[src/rtl/moving_avg_filter_if.sv]
// rtl/moving_avg_filter_if.sv - sample stream bundle for the moving-average filter
// master drives samples and observes averages; slave is the filter side.
interface moving_avg_filter_if #(
   parameter int DATA_W = 8
);
   logic              in_valid;
   logic [DATA_W-1:0] in_data;
   logic              out_valid;
   logic [DATA_W-1:0] out_data;
   logic              window_full;

   modport master (
      output in_valid,
      output in_data,
      input  out_valid,
      input  out_data,
      input  window_full
   );

   modport slave (
      input  in_valid,
      input  in_data,
      output out_valid,
      output out_data,
      output window_full
   );
endinterface

[src/rtl/moving_avg_filter.sv]
// rtl/moving_avg_filter.sv - running-sum boxcar average over the last 2**LOG2_DEPTH samples
// Define MOVING_AVG_ROUND_EN for round-half-up output instead of truncation.
module moving_avg_filter #(
   parameter int DATA_W     = 8,
   parameter int LOG2_DEPTH = 4
) (
   input  logic                   clk,
   input  logic                   rst_n,
   input  logic                   clr,
   moving_avg_filter_if.slave     bus
);
   localparam int DEPTH = 1 << LOG2_DEPTH;
   localparam int SUM_W = DATA_W + LOG2_DEPTH;
   localparam logic [LOG2_DEPTH:0] FILL_MAX = (LOG2_DEPTH + 1)'(DEPTH);
`ifdef MOVING_AVG_ROUND_EN
   localparam logic [SUM_W-1:0] ROUND_HALF = SUM_W'(1) << (LOG2_DEPTH - 1);
`endif

   logic [DATA_W-1:0]     buffer [DEPTH];
   logic [LOG2_DEPTH-1:0] wr_ptr;
   logic [LOG2_DEPTH:0]   fill;
   logic [SUM_W-1:0]      sum;
   logic                  out_valid_q;
   logic [DATA_W-1:0]     out_data_q;
   logic                  window_full_q;

   logic [SUM_W-1:0]      old_ext;
   logic [SUM_W-1:0]      new_sum;
   logic [LOG2_DEPTH:0]   fill_next;
   logic [DATA_W-1:0]     avg_next;
   logic                  accept;

   assign accept = bus.in_valid && !clr;

   // Until the window is full the stale buffer slot is masked to zero,
   // so the memory never needs clearing on reset or clr.
   always_comb begin
      old_ext   = '0;
      fill_next = fill;
      if (fill == FILL_MAX) begin
         old_ext = SUM_W'(buffer[wr_ptr]);
      end else begin
         fill_next = fill + 1'b1;
      end
      new_sum = sum - old_ext + SUM_W'(bus.in_data);
`ifdef MOVING_AVG_ROUND_EN
      avg_next = DATA_W'((new_sum + ROUND_HALF) >> LOG2_DEPTH);
`else
      avg_next = DATA_W'(new_sum >> LOG2_DEPTH);
`endif
   end

   always_ff @(posedge clk) begin
      if (accept) begin
         buffer[wr_ptr] <= bus.in_data;
      end
   end

   always_ff @(posedge clk or negedge rst_n) begin
      if (!rst_n) begin
         sum           <= '0;
         wr_ptr        <= '0;
         fill          <= '0;
         out_valid_q   <= 1'b0;
         out_data_q    <= '0;
         window_full_q <= 1'b0;
      end else if (clr) begin
         sum           <= '0;
         wr_ptr        <= '0;
         fill          <= '0;
         out_valid_q   <= 1'b0;
         out_data_q    <= '0;
         window_full_q <= 1'b0;
      end else if (bus.in_valid) begin
         sum           <= new_sum;
         wr_ptr        <= wr_ptr + 1'b1;
         fill          <= fill_next;
         out_valid_q   <= 1'b1;
         out_data_q    <= avg_next;
         window_full_q <= (fill_next == FILL_MAX);
      end else begin
         out_valid_q   <= 1'b0;
      end
   end

   assign bus.out_valid   = out_valid_q;
   assign bus.out_data    = out_data_q;
   assign bus.window_full = window_full_q;
endmodule
[src/flat_wrapper.sv]
// flat-port wrapper written by rule: the top's interface ports become plain ports
module moving_avg_filter_flat 
#(
   parameter int DATA_W     = 8,
   parameter int LOG2_DEPTH = 4
)
  (clk, rst_n, clr, bus_in_valid, bus_in_data, bus_out_valid, bus_out_data, bus_window_full);
  moving_avg_filter_if #(.DATA_W(DATA_W)) bus_i ();
  input  logic clk;
  input  logic rst_n;
  input  logic clr;
  input wire logic [$bits(bus_i.in_valid)-1:0] bus_in_valid;
  input wire logic [$bits(bus_i.in_data)-1:0] bus_in_data;
  output wire logic [$bits(bus_i.out_valid)-1:0] bus_out_valid;
  output wire logic [$bits(bus_i.out_data)-1:0] bus_out_data;
  output wire logic [$bits(bus_i.window_full)-1:0] bus_window_full;
  assign bus_i.in_valid = bus_in_valid;
  assign bus_i.in_data = bus_in_data;
  assign bus_out_valid = bus_i.out_valid;
  assign bus_out_data = bus_i.out_data;
  assign bus_window_full = bus_i.window_full;
  moving_avg_filter #(.DATA_W(DATA_W), .LOG2_DEPTH(LOG2_DEPTH)) u_core (.clk(clk), .rst_n(rst_n), .clr(clr), .bus(bus_i));
endmodule
[config.mk]
export PLATFORM = sky130hd
export DESIGN_NAME = moving_avg_filter_flat
export DESIGN_NICKNAME = d
export VERILOG_FILES = /design/src/rtl/moving_avg_filter_if.sv /design/src/rtl/moving_avg_filter.sv /design/src/flat_wrapper.sv
export SDC_FILE = /design/constraint.sdc
export NUM_CORES = 1
export LEC_CHECK = 0
export CORE_MARGIN = 5
export CORE_UTILIZATION = 25
export DETAILED_ROUTE_END_ITERATION = 8
export PLACE_DENSITY = 0.48
export SYNTH_ARGS = -nofsm -noshare
export SYNTH_HDL_FRONTEND = slang
export SYNTH_SLANG_ARGS = --single-unit
export TNS_END_PERCENT = 1
[constraint.sdc]
create_clock -name clk -period 4.65 [get_ports clk]
set_clock_uncertainty 0.1 [all_clocks]
set_input_delay 0.93 -clock clk [delete_from_list [all_inputs] [get_ports clk]]
set_output_delay 0.93 -clock clk [all_outputs]
set_load 0.01 [all_outputs]
==> impl_metrics.json <==
{
  "worstHoldPathType": "flop to flop",
  "grt_max_degree": 38,
  "cts_made_buffers": 17,
  "netlist_area_um2": 7040,
  "antennaDiodeCount": 0,
  "ant_nets": 0,
  "synth-seq-cells": 151,
  "endpoint_kind": "flop",
  "critPathMaxStageDelay_ps": 630,
  "critPathKind": "flop to flop",
  "die_w_um": 178,
  "clock_sinks": 151,
  "syn_avg_cell_area_um2": 16.0,
  "insertion_delay_ps": 420,
  "post_cts_resized": 0,
  "crit_fanout": 37,
  "arrival_ps": 4570,
  "synth_cells": 439,
  "cp_top_family": "multiplexers",
  "ctsHoldBuffers": 0,
  "dr.first_iter.drc_count": 235,
  "initial_utilization": 0.253,
  "fin_crit_sh": 0.938,
  "p_per_area_nw_per_um2": 437,
  "crit_buf_inv": 2,
  "routedWlPerCell_um": 16.5,
  "max_freq_mhz": 229,
  "remaining_drc_errors": 0,
  "finalPower_mw": 3.61,
  "core_um2": 27800,
  "via_per_inst": 4.28,
  "vias": 3667,
  "port_buffers": 21,
  "die_h_um": 178,
  "required_ps": 4860,
  "clock_path_buffers": 2,
  "dp_hpwl_mm": 9.48,
  "totalWireLength_mm": 14.1,
  "crit_path_cell_trace": "buf_12 -> mux4_1 -> mux4_2 -> nor2b_4 -> fa_1 -> inv_1 -> ha_1 -> nor2b_1 -> o31ai_1 -> a21oi_1 -> or3_1 -> a32o_1",
  "vdd_drop_max_mv": 0.230,
  "drtPass1Iterations": 5,
  "ys.warnings.count": 0,
  "rows": 61,
  "postCtsSetupBuffers": 0,
  "grt_pass1_vias": 3842,
  "critPathSlowestCell": "mux4_1",
  "setup_viol": 0,
  "grt.overflow.total": 0,
  "seq_area_frac_synth": 0.628,
  "max-cap-violations": 0,
  "syn_nets": 477,
  "status": "completed",
  "synth_ff_type": "edfxtp_1",
  "clk_pin_slew_ps": 60,
  "grtUsageTotal": 0.0946,
  "nNetsFinal": 503,
  "cts_tree": "built",
  "cts_root_buf": "clkbuf_16",
  "fin_setup_tns_ps": 0,
  "grt_pass1_wl_mm": 22.6,
  "worstMarginPinSlew_ps": 949,
  "timing.final.crit_period_ps": 4360,
  "start_kind": "flop",
  "p_leak_nw": 2.85,
  "async_reset_ff_frac": 0.152,
  "gp_congestion": 0.733,
  "ys_types": 50,
  "drive_above_1_share": 0.161,
  "pin_count": 22,
  "area_delta_synth_final_pct": 17.4,
  "antenna_found_initial": 0,
  "finalHoldViolations": 0,
  "htree_num_levels": 4,
  "die_area_um2": 31600,
  "relSlewSlack": 0.365,
  "synth_edf_count": 128,
  "finalMaxSlewViolations": 0,
  "rsz0062_at_grt": "false"
}
## kinds of logic after synthesis
logic type               synth area share
adder cells (fa/ha/maj)            0.0547
AO/OA/AOI/OAI                      0.0393
flip-flops                          0.628
XOR/XNOR                           0.0137
buffers and inverters              0.0478
AND/OR/NAND/NOR                    0.0729
multiplexers                        0.144
## stage by stage
step                      cell area (µm²)  cells  utilization  hold WS [ps]  worst slack, ps
final                                8270    856        0.298           431              287
after global routing                 8270    856        0.298           455             48.6
after CTS                            8270    856        0.298           434              261
after detailed placement             7670    824        0.276           420              244
after global placement               7670    824        0.276           406              349
after floorplan                      7040    439            -           383              647
## placed cells by master, fill, tap and decap left out, types with 8 or more instances in the layout
cell type,n
mux4_1,14
buf_4,11
ha_1,18
fa_1,8
clkdlybuf4s50_1,21
edfxtp_1,128
nand3_1,9
nand2_1,16
clkbuf_16,17
mux4_2,26
nor2_1,30
a21oi_1,15
dfrtp_1,22
inv_1,41
## synth_stat cells, drive strengths merged (3+ instances only)
master	count	area [µm²]
nand2	16	60.1
nor2b	12	120
nor3	7	35.0
fa	8	160
mux4	40	953
buf	20	153
edfxtp	128	3840
clkbuf	7	26.3
inv	42	158
nand3	9	45.0
dfrtp	23	576
nand4	7	43.8
xnor2	6	52.6
nand2b	3	18.8
a21oi	15	75.1
ha	18	225
nor2	30	113
a21o	3	22.5
xor2	5	43.8
o21ai	7	35.0
mux2i	6	60.1
## report_power, final
part | internal [mW] | switching, mW
sequential | 1.51 | 0.0357
combinational | 0.301 | 0.372
clock | 0.810 | 0.580
## final timing paths
kind	from	to	slack [ps]	depth (start not counted)
hold reg to reg	u_core.sum[3]$_DFFE_PN0P_	u_core.sum[3]$_DFFE_PN0P_	430	2
max in group asynchronous	rst_n	u_core.wr_ptr[0]$_DFFE_PN0P_	3390	2
setup / recovery	u_core.wr_ptr[0]$_DFFE_PN0P_	u_core.bus.out_data[4]$_DFFE_PN0P_	290	12
min in group asynchronous	rst_n	u_core.bus.out_data[2]$_DFFE_PN0P_	790	2
setup reg to reg	u_core.wr_ptr[0]$_DFFE_PN0P_	u_core.bus.out_data[4]$_DFFE_PN0P_	290	12
hold / removal	u_core.sum[3]$_DFFE_PN0P_	u_core.sum[3]$_DFFE_PN0P_	430	2
## state kept, by name (all words and copies together) (netlist names)
signal                  cells
u_core.bus.out_valid        1
u_core.buffer             128
u_core.bus.out_data         7
u_core.fill                 5
u_core.bus.window_full      1
u_core.sum                  5
u_core.wr_ptr               4
## metal layers
layer,vias up,track usage,share of wire
met4,0,0.0213,0.0023
li1,1716,-,-
met3,4,0.0309,0.066
met1,1861,0.129,0.46
met2,86,0.148,0.47
met5,-,0,0
## worst register-to-register path, cell delays in order (launching register included)
cell and delay (ps):
dfrtp_2 370, buf_12 260, mux4_1 670, mux4_2 500
nor2b_4 150, fa_1 510, inv_1 50, ha_1 330
nor2b_1 170, o31ai_1 430, a21oi_1 150, or3_1 330
a32o_1 250
## final cells by class
cell class / count / area [µm²]
Multi-Input combinational cell: 219 / 2280
Inverter: 42 / 158
Sequential cell: 151 / 4420
Timing Repair Buffer: 34 / 333
Fill cell: 2808 / 19500
Tap cell: 378 / 473
Clock inverter: 13 / 164
Clock buffer: 19 / 433
(Power assumes the default switching activity.)
